--- config.mk ---
export PLATFORM = sky130hd
export DESIGN_NAME = xbar_periph_1n
export DESIGN_NICKNAME = d
export VERILOG_FILES = /design/src/rtl/xbar_periph_1n.sv
export SDC_FILE = /design/constraint.sdc
export NUM_CORES = 1
export LEC_CHECK = 0
export ABC_AREA = 1
export CORE_AREA = 4 4 643 645
export CTS_BUF_LIST = sky130_fd_sc_hd__clkbuf_4 sky130_fd_sc_hd__clkbuf_8 sky130_fd_sc_hd__clkbuf_16
export DETAILED_ROUTE_END_ITERATION = 10
export DIE_AREA = 0 0 647 649
export GPL_ROUTABILITY_DRIVEN = 0
export HOLD_SLACK_MARGIN = 0.1
export PLACE_DENSITY = 0.3
export SYNTH_ARGS = -nofsm -noshare
export SYNTH_HDL_FRONTEND = slang
export SYNTH_SLANG_ARGS = --single-unit
--- constraint.sdc ---
create_clock -name clk_i -period 9.25 [get_ports clk_i]
set_input_delay 1.3875 -clock clk_i [delete_from_list [all_inputs] [get_ports clk_i]]
set_output_delay 1.3875 -clock clk_i [all_outputs]
set_load 0.02 [all_outputs]
--- src/rtl/xbar_periph_1n.sv ---
// TL-UL 1:N peripheral crossbar: table-driven decode, in-order tracking, internal error responder.
// Optional XBAR_PERIPH_RSP_REG_EN puts a 2-entry skid register on the host D channel.
package xbar_periph_1n_pkg;

  typedef struct packed {
    logic        a_valid;
    logic [2:0]  a_opcode;
    logic [2:0]  a_param;
    logic [1:0]  a_size;
    logic [7:0]  a_source;
    logic [31:0] a_address;
    logic [3:0]  a_mask;
    logic [31:0] a_data;
    logic        d_ready;
  } tl_h2d_t;

  typedef struct packed {
    logic        d_valid;
    logic [2:0]  d_opcode;
    logic [2:0]  d_param;
    logic [1:0]  d_size;
    logic [7:0]  d_source;
    logic        d_sink;
    logic [31:0] d_data;
    logic        d_error;
    logic        a_ready;
  } tl_d2h_t;

  localparam logic [2:0] PutFullData    = 3'h0;
  localparam logic [2:0] PutPartialData = 3'h1;
  localparam logic [2:0] Get            = 3'h4;
  localparam logic [2:0] AccessAck      = 3'h0;
  localparam logic [2:0] AccessAckData  = 3'h1;

  // Devices 0..9 own 4 KiB windows; device 10 spans the whole 64 KiB block underneath them.
  localparam logic [10:0][31:0] DefaultBase = {
    32'h4000_0000, 32'h4000_9000, 32'h4000_8000, 32'h4000_7000, 32'h4000_6000, 32'h4000_5000,
    32'h4000_4000, 32'h4000_3000, 32'h4000_2000, 32'h4000_1000, 32'h4000_0000
  };
  localparam logic [10:0][31:0] DefaultMask = {32'h0000_FFFF, {10{32'h0000_0FFF}}};

endpackage

module xbar_periph_1n
  import xbar_periph_1n_pkg::*;
#(
  parameter int unsigned        N         = 11,
  parameter int unsigned        MaxOutstd = 4,
  parameter int unsigned        ErrCntW   = 8,
  parameter logic [N-1:0][31:0] AddrBase  = DefaultBase,
  parameter logic [N-1:0][31:0] AddrMask  = DefaultMask
) (
  input  logic                 clk_i,
  input  logic                 rst_ni,
  input  tl_h2d_t              tl_h_i,
  output tl_d2h_t              tl_h_o,
  output tl_h2d_t [N-1:0]      tl_d_o,
  input  tl_d2h_t [N-1:0]      tl_d_i,
  output logic    [3:0]        outstd_o,
  output logic    [ErrCntW-1:0] err_cnt_o
);

  localparam int unsigned     DevW   = $clog2(N + 1);
  localparam logic [DevW-1:0] ErrIdx = DevW'(N);

  typedef enum logic [0:0] {ErrIdle, ErrResp} err_st_e;

  logic               init_q, init_d;
  logic [3:0]         outstd_q, outstd_d;
  logic [DevW-1:0]    cur_dev_q, cur_dev_d;
  err_st_e            err_st_q, err_st_d;
  logic [7:0]         err_src_q, err_src_d;
  logic [1:0]         err_size_q, err_size_d;
  logic               err_get_q, err_get_d;
  logic [ErrCntW-1:0] err_cnt_q, err_cnt_d;

  logic [DevW-1:0] sel;
  logic            stall, sel_ready, a_ready, a_hs, d_hs, rsp_ready;
  tl_d2h_t         rsp;

  // Reverse scan so the lowest hitting index wins on overlapping windows.
  always_comb begin
    sel = ErrIdx;
    for (int i = int'(N) - 1; i >= 0; i--) begin
      if ((tl_h_i.a_address & ~AddrMask[i]) == AddrBase[i]) sel = DevW'(i);
    end
  end

  assign stall = (outstd_q == 4'(MaxOutstd)) || ((outstd_q != 4'd0) && (sel != cur_dev_q));

  always_comb begin
    sel_ready = (err_st_q == ErrIdle);
    for (int i = 0; i < int'(N); i++) begin
      if (sel == DevW'(i)) sel_ready = tl_d_i[i].a_ready;
    end
  end

  assign a_ready = init_q & ~stall & sel_ready;
  assign a_hs    = tl_h_i.a_valid & a_ready;

  always_comb begin
    for (int i = 0; i < int'(N); i++) begin
      tl_d_o[i]         = tl_h_i;
      tl_d_o[i].a_valid = init_q & tl_h_i.a_valid & (sel == DevW'(i)) & ~stall;
      tl_d_o[i].d_ready = rsp_ready & (cur_dev_q == DevW'(i));
    end
  end

  // Response source: the device that owns the in-flight requests, or the error responder.
  always_comb begin
    rsp          = '0;
    rsp.d_valid  = (err_st_q == ErrResp);
    rsp.d_opcode = err_get_q ? AccessAckData : AccessAck;
    rsp.d_size   = err_size_q;
    rsp.d_source = err_src_q;
    rsp.d_data   = 32'hFFFF_FFFF;
    rsp.d_error  = 1'b1;
    for (int i = 0; i < int'(N); i++) begin
      if (cur_dev_q == DevW'(i)) rsp = tl_d_i[i];
    end
    rsp.d_valid = rsp.d_valid & init_q;
    rsp.a_ready = 1'b0;
  end

`ifdef XBAR_PERIPH_RSP_REG_EN
  tl_d2h_t [1:0] skid_q, skid_d;
  logic [1:0]    skid_cnt_q, skid_cnt_d;
  logic          push, pop;

  assign rsp_ready = init_q & (skid_cnt_q != 2'd2);
  assign push      = rsp.d_valid & rsp_ready;
  assign pop       = (skid_cnt_q != 2'd0) & tl_h_i.d_ready;
  assign d_hs      = pop;

  always_comb begin
    skid_d     = skid_q;
    skid_cnt_d = skid_cnt_q;
    if (pop) begin
      skid_d[0]  = skid_q[1];
      skid_cnt_d = skid_cnt_d - 2'd1;
    end
    if (push) begin
      skid_d[skid_cnt_d[0]] = rsp;
      skid_cnt_d            = skid_cnt_d + 2'd1;
    end
    tl_h_o         = skid_q[0];
    tl_h_o.d_valid = (skid_cnt_q != 2'd0);
    tl_h_o.a_ready = a_ready;
  end

  always_ff @(posedge clk_i or negedge rst_ni) begin
    if (!rst_ni) begin
      skid_q     <= '0;
      skid_cnt_q <= 2'd0;
    end else begin
      skid_q     <= skid_d;
      skid_cnt_q <= skid_cnt_d;
    end
  end
`else
  assign rsp_ready = init_q & tl_h_i.d_ready;
  assign d_hs      = rsp.d_valid & tl_h_i.d_ready;

  always_comb begin
    tl_h_o         = rsp;
    tl_h_o.a_ready = a_ready;
  end
`endif

  always_comb begin
    err_st_d   = err_st_q;
    err_src_d  = err_src_q;
    err_size_d = err_size_q;
    err_get_d  = err_get_q;
    err_cnt_d  = err_cnt_q;
    unique case (err_st_q)
      ErrIdle: begin
        if (a_hs && (sel == ErrIdx)) begin
          err_st_d   = ErrResp;
          err_src_d  = tl_h_i.a_source;
          err_size_d = tl_h_i.a_size;
          err_get_d  = (tl_h_i.a_opcode == Get);
          if (err_cnt_q != '1) err_cnt_d = err_cnt_q + ErrCntW'(1);
        end
      end
      ErrResp: begin
        if (rsp_ready && (cur_dev_q == ErrIdx)) err_st_d = ErrIdle;
      end
      default: err_st_d = ErrIdle;
    endcase
  end

  always_comb begin
    init_d    = 1'b1;
    cur_dev_d = a_hs ? sel : cur_dev_q;
    case ({a_hs, d_hs})
      2'b10:   outstd_d = outstd_q + 4'd1;
      2'b01:   outstd_d = outstd_q - 4'd1;
      default: outstd_d = outstd_q;
    endcase
  end

  always_ff @(posedge clk_i or negedge rst_ni) begin
    if (!rst_ni) begin
      init_q     <= 1'b0;
      outstd_q   <= 4'd0;
      cur_dev_q  <= '0;
      err_st_q   <= ErrIdle;
      err_src_q  <= 8'd0;
      err_size_q <= 2'd0;
      err_get_q  <= 1'b0;
      err_cnt_q  <= '0;
    end else begin
      init_q     <= init_d;
      outstd_q   <= outstd_d;
      cur_dev_q  <= cur_dev_d;
      err_st_q   <= err_st_d;
      err_src_q  <= err_src_d;
      err_size_q <= err_size_d;
      err_get_q  <= err_get_d;
      err_cnt_q  <= err_cnt_d;
    end
  end

  assign outstd_o  = outstd_q;
  assign err_cnt_o = err_cnt_q;

endmodule

==> flow_summary.toml, run 1 <==
[run_status]
outcome = "completed"

[clock_network]
cts-root-buf = "clkbuf_16"
clkSinkCount = 29
cts_post_setup_buffers_inserted = 0
post_cts_resized = 0
cts_max_path_buffers = 2
clk_latency_ns = 0.29
cts_hold_buf = 0
h-tree-depth = 2
clkTransAtPathRegs_ns = 0.06
cts_tree = "yes"
numCtsBuffers = 5

[cells_and_area]
layout-drive-gt1-share = 0.0645
nNetsFinal = 2882
area.growth.synth_to_final_pct = 82.9

[synthesis]
synth_top_cell_by_area = "buf_4"
ys_top_cells_by_area = "buf_4 53%, nand2_1 8.1%, nor2_1 5.7%"
synth_commonest_cells = "927 x buf_4, 284 x nand2_1, 201 x nor2_1"
synth_area_per_cell_um2 = 6.32
ys_warn_count = 0
synth_top_area_frac = 0.527
ys_seq_elements = 29
synth_edf_count = 0
netlist_area_um2 = 13200
post-synth-top-count-cell = "buf_4"
synth_fp_nets = 2755
async_flop_share = 1.00
ys_seq_area_frac = 0.0549
ys_types = 43
ys.flop_type = "dfrtp_1"
syn_inst = 2090

[timing]
skew_ns = 0.00655
slew_headroom = 0.0340
hold_ws_ns = 0.483
worst_pin_slew_ns = 1.44
finalHoldViolCount = 0
slew_violations = 0
finalCriticalPeriod_ns = 7.76
rsz0062_at_grt = "false"
max_freq_mhz = 129
setup_viol = 0
period_share = 0.839
fin_ws_ns = 1.49
fin_tns_setup_ns = 0

[hold_path]
min_to = "err_src_q[6]"
hp-class = "reg2reg"
hp-start = "err_src_q[6]"
hold_depth = 2

[drt]
route.detailed.drc = 0
wirelength_um = 198000
wire_per_inst_um = 25.7
drtPass1Iterations = 5
drt-initial-drc-count = 1270
routed_via_density = 1.97
ant_nets = 0
num_vias = 15200

[pwr]
vdd_drop_max_uv = 166
p_switching_mw = 3.90
power.clock.fraction = 0.036
p_int_mw = 1.73
power_frac_seq = 0.038
p_comb_frac = 0.926
leakage_nw = 7.12
switching_share = 0.693
cellPowerDensity_nw_per_um2 = 233

[die]
std_cell_rows = 235
die_area_um2 = 420000
die_h_um = 649
ioPinCount = 1670
core_um2 = 408000
fp.dieW_um = 647
initial_utilization = 0.0324

[run]
cap_violations = 0

[grt]
antenna_found_initial = 111
grt_use_met3 = 0.0451
top_usage_layer = "met2"
met1_usage = 0.102
grt_pass1_vias = 15400
grt_max_degree = 46
overflow = 0
track_usage = 0.0890
grt_pass1_wl_um = 232000
use_met2 = 0.149

[placed_design]
dp_hpwl_um = 180000
place_ws_ns = 0.600
io_buffers = 1057

[worst_setup_path]
r2r.worst_path.cells = 21
worstPathRequired_ns = 7.86
cp_slowest_cell = "clkdlybuf4s50_1"
rr_endpoint = "outstd_o[3]"
max_stage_delay_ns = 1.17
startpoint_type = "input pin"
end_kind = "output port"
crit_chain = "clkdlybuf4s50_1 > nor2_1 > nor3_1 > o221ai_1 > buf_4 > nor3_1 > a21oi_1 > o21ai_0 > clkdlybuf4s50_1"
path_max_fanout = 1
worstReg2RegStart = "cur_dev_q[3]"
crit_arrival_ns = 6.37
r2r_setup_slack_ns = 4.18
crit_type = "in2out"
## how the worst max path moves through the flow
stage	startpoint	end	slack, ns	cells past startpoint
floorplan	tl_h_i[56]	tl_d_o[171]	4.89	11
global placement	tl_d_i[186]	tl_h_o[30]	0.66	9
detailed placement	tl_d_i[186]	tl_h_o[30]	0.60	9
CTS	tl_d_i[186]	tl_h_o[30]	0.59	9
global route	tl_d_i[186]	tl_h_o[30]	0.64	9
finish	tl_d_i[186]	tl_h_o[30]	1.49	9
## cell type report
cell class                      instances  area (um^2)
Fill cell                           48500       384000
Timing Repair Buffer                 1128        11100
Tap cell                             5451         6820
Multi-Input combinational cell        986         5070
Sequential cell                        29          726
Inverter                               67          260
Clock buffer                            6          139
Antenna cell                           19         47.5
Clock inverter                          2         37.5
## cells by family (layout without fill, tap and decap cells)
logic type | Yosys count | in the layout | share of synthesized area
other | 1 | 20 | 0.000284
flip-flops | 29 | 29 | 0.0549
AO/OA/AOI/OAI | 318 | 318 | 0.153
adder cells (fa/ha/maj) | 5 | 5 | 0.00530
XOR/XNOR | 11 | 11 | 0.00729
AND/OR/NAND/NOR | 651 | 651 | 0.208
buffers and inverters | 1075 | 1203 | 0.571
## state kept, by name, indices dropped and copies added, names as in the netlist
register,count
err_get_q,1
err_size_q,2
outstd_o,4
err_cnt_o,8
err_src_q,8
init_q,1
cur_dev_q,4
err_st_q,1
## metrics by stage
stage               instance area, um^2  std cells  power (mW)  utilization
CTS                               24100       7669        6.08       0.0591
floorplan                         13200       2090        2.23            -
global placement                  23900       7660        5.85       0.0586
finish                            24200       7688        5.63       0.0592
detailed placement                23900       7661        5.85       0.0586
global route                      24100       7672        6.25       0.0591
## worst max-delay path: cells and delay by family
kind | cells | cell delay, ns
AO/OA/AOI/OAI | 3 | 0.95
AND/OR/NAND/NOR | 3 | 1.84
buffers and inverters | 3 | 2.17
## power by group through the flow
stage / registers (mW) / logic (mW) / clock network, mW
2_1_floorplan: 0.208 / 2.02 / 0
3_3_place_gp: 0.217 / 5.63 / 0
3_5_place_dp: 0.218 / 5.63 / 0
4_1_cts: 0.216 / 5.65 / 0.209
5_1_grt: 0.220 / 5.81 / 0.213
6_report: 0.215 / 5.21 / 0.204
## placed cells by master (no fill, tap or decap), types with 2 or more instances in the layout
cell                n
o211ai_1           33
or2_2               5
o41ai_1             6
nor2_4             11
nand2_1           282
o22ai_1            37
nand2_4             2
nor2_2              4
ha_1                4
o31ai_1            22
o221ai_1           39
dfrtp_1            29
o21bai_1           10
clkinv_2            5
inv_2               4
a221oi_1            7
buf_4              85
clkbuf_16           5
o21a_1              3
nand3_1            84
nand2_2             4
nand4_1            20
nor2_1            192
o21ai_0           119
a21oi_1            26
inv_1              57
nor3_1             33
diode_2            19
xor2_1              9
buf_2               4
nor4_1              4
or4_1               3
xnor2_1             2
o21ai_1             9
o221ai_2            3
clkdlybuf4s50_1  1039
nor3_2              3
## per-layer routing
layer / wire, um / vias to the layer above / share of wire
met2: 91800 / 1472 / 0.46
met1: 76500 / 7267 / 0.39
met5: 156 / - / 0.00079
met4: 3990 / 26 / 0.020
met3: 25100 / 204 / 0.13
li1: - / 6200 / -
No activity file was read; power rests on OpenSTA's default activity.
==> run 2: changes to the inputs <==
- CORE_AREA: 4 4 643 645 -> 4 4 646 648
- DIE_AREA: 0 0 647 649 -> 0 0 650 652
- clock period: 9.25 -> 6.45 ns (I/O delays scaled with it)
==> flow_summary.toml, run 2 (synthesis gave the netlist of run 1 again) <==
[pwr]
vdd_drop_max_uv = 242
p_int_mw = 2.74
power_frac_seq = 0.039
p_switching_mw = 5.54
leakage_nw = 7.34
cellPowerDensity_nw_per_um2 = 339
p_total_mw = 8.29
switching_share = 0.669
p_comb_frac = 0.929
power.clock.fraction = 0.032

[grt]
grt_max_degree = 56
track_usage = 0.0892
grt_pass1_wl_um = 234000
grt_pass1_vias = 15500
antenna_found_initial = 100
overflow = 0

[cells_and_area]
n_fill_cell = 48800
final_common_cell = "clkdlybuf4s50_1"
layout-drive-gt1-share = 0.0871
fin_util = 0.0594
nNetsFinal = 2893
layout_common_cells = "1,005 x clkdlybuf4s50_1, 282 x nand2_1, 191 x nor2_1"
final_cells = 7714
area.growth.synth_to_final_pct = 85.3
stdcell_area_um2 = 24500

[drt]
wirelength_um = 200000
wire_per_inst_um = 26.0
drt-initial-drc-count = 999
ant_nets = 0
route.detailed.drc = 0
drtPass1Iterations = 5
routed_via_density = 1.97
num_vias = 15200

[timing]
rsz0062_at_grt = "false"
setup_viol = 1
worst_pin_slew_ns = 1.18
slew_headroom = 0.205
max_freq_mhz = 153
slew_violations = 0
finalHoldViolCount = 0
skew_ns = 0.00908
fin_ws_ns = -0.0761
finalCriticalPeriod_ns = 6.53
period_share = 1.01

[run]
cap_violations = 0

[die]
die_h_um = 652
initial_utilization = 0.0321
die_area_um2 = 424000
std_cell_rows = 236
ioPinCount = 1670
fp.dieW_um = 650
core_um2 = 412000

[worst_setup_path]
crit_type = "reg2out"
worstPathRequired_ns = 5.48
end_kind = "output port"
cp_slowest_cell = "nor3_4"
path_common_cell = "buf_4"
max_stage_delay_ns = 0.81
startpoint_type = "flop"
crit_arrival_ns = 5.56
crit_chain = "nor2_4 > inv_1 > nor2_1 > buf_4 > clkinv_2 > buf_4 > buf_4 > nor2_1 > nor3_2 > o221ai_1 > nor3_4 > a21oi_1 > o21ai_1 > buf_4"
path_max_fanout = 23

[clock_network]
cts_tree = "yes"
clk_latency_ns = 0.28
cts_max_path_buffers = 2
cts_post_setup_buffers_inserted = 0
numCtsBuffers = 5
clkSinkCount = 29
cts_hold_buf = 0
h-tree-depth = 2
cts-root-buf = "clkbuf_16"
clkTransAtPathRegs_ns = 0.06

[placed_design]
dp.cells = 7695
placed_cell_area_um2 = 24200
dp_hpwl_um = 182000
io_buffers = 1057

[hold_path]
hp-class = "reg2reg"

[run_status]
outcome = "finished with violations"
violations = "negative setup slack"
run 2: metrics by stage:
step           TNS [ns]  setup WS [ns]  hold slack, ns
3_3_place_gp      -1.27         -0.628           0.475
6_report        -0.0761        -0.0761           0.481
2_1_floorplan         0           2.86           0.449
3_5_place_dp      -1.08         -0.623           0.472
5_1_grt               0          0.147           0.507
4_1_cts          -0.250         -0.250           0.486
run 2: routing by layer:
layer / track usage / share of wire / vias up
li1: - / - / 6217
met1: 0.103 / 0.39 / 7217
met2: 0.149 / 0.47 / 1536
met3: 0.0414 / 0.11 / 185
met4: 0.0196 / 0.027 / 26
met5: 0.00215 / 0.0013 / -
run 2: final timing paths:
check	slack [ns]	to	start	cells after the start
setup / recovery	-0.08	tl_h_o[30]	cur_dev_q[3]	14
setup reg to reg	1.62	outstd_o[3]	cur_dev_q[3]	23
hold reg to reg	0.48	err_size_q[1]	err_size_q[1]	2
hold / removal	0.48	err_size_q[1]	err_size_q[1]	2
max in group asynchronous	5.15	cur_dev_q[1]	rst_ni	1
min in group asynchronous	0.77	err_cnt_o[0]	rst_ni	1
run 2: area by class of cell:
type / count / area, um^2 / area share
well taps: 5474 / 6850 / 0.280
inverters: 67 / 267 / 0.0109
clock inverters: 2 / 35.0 / 0.00143
repair buffers: 1139 / 11300 / 0.463
flip-flops and latches: 29 / 726 / 0.0297
diodes: 12 / 30.0 / 0.00123
clock buffers: 5 / 125 / 0.00511
multi-input cells: 986 / 5110 / 0.209
run 2: timing repair:
item	in CTS	in global routing
gates resized for setup	7	2
setup endpoints to repair	4	2
pin swaps	0	0
run 2: worst max-delay path: cells and delay by family (launching register included):
family	cells	cell delay (ns)
AND/OR/NAND/NOR	5	1.73
buffers and inverters	6	1.63
AO/OA/AOI/OAI	3	1.36
flip-flops	1	0.47
run 2: power by group through the flow:
| stage | clock network, mW | registers [mW] | logic (mW) |
|---|---|---|---|
| final | 0.266 | 0.325 | 7.70 |
| after global routing | 0.281 | 0.336 | 8.56 |
| after CTS | 0.274 | 0.332 | 8.41 |
| after detailed placement | 0 | 0.335 | 8.37 |
| after global placement | 0 | 0.336 | 8.41 |
| after floorplan | 0 | 0.298 | 2.90 |
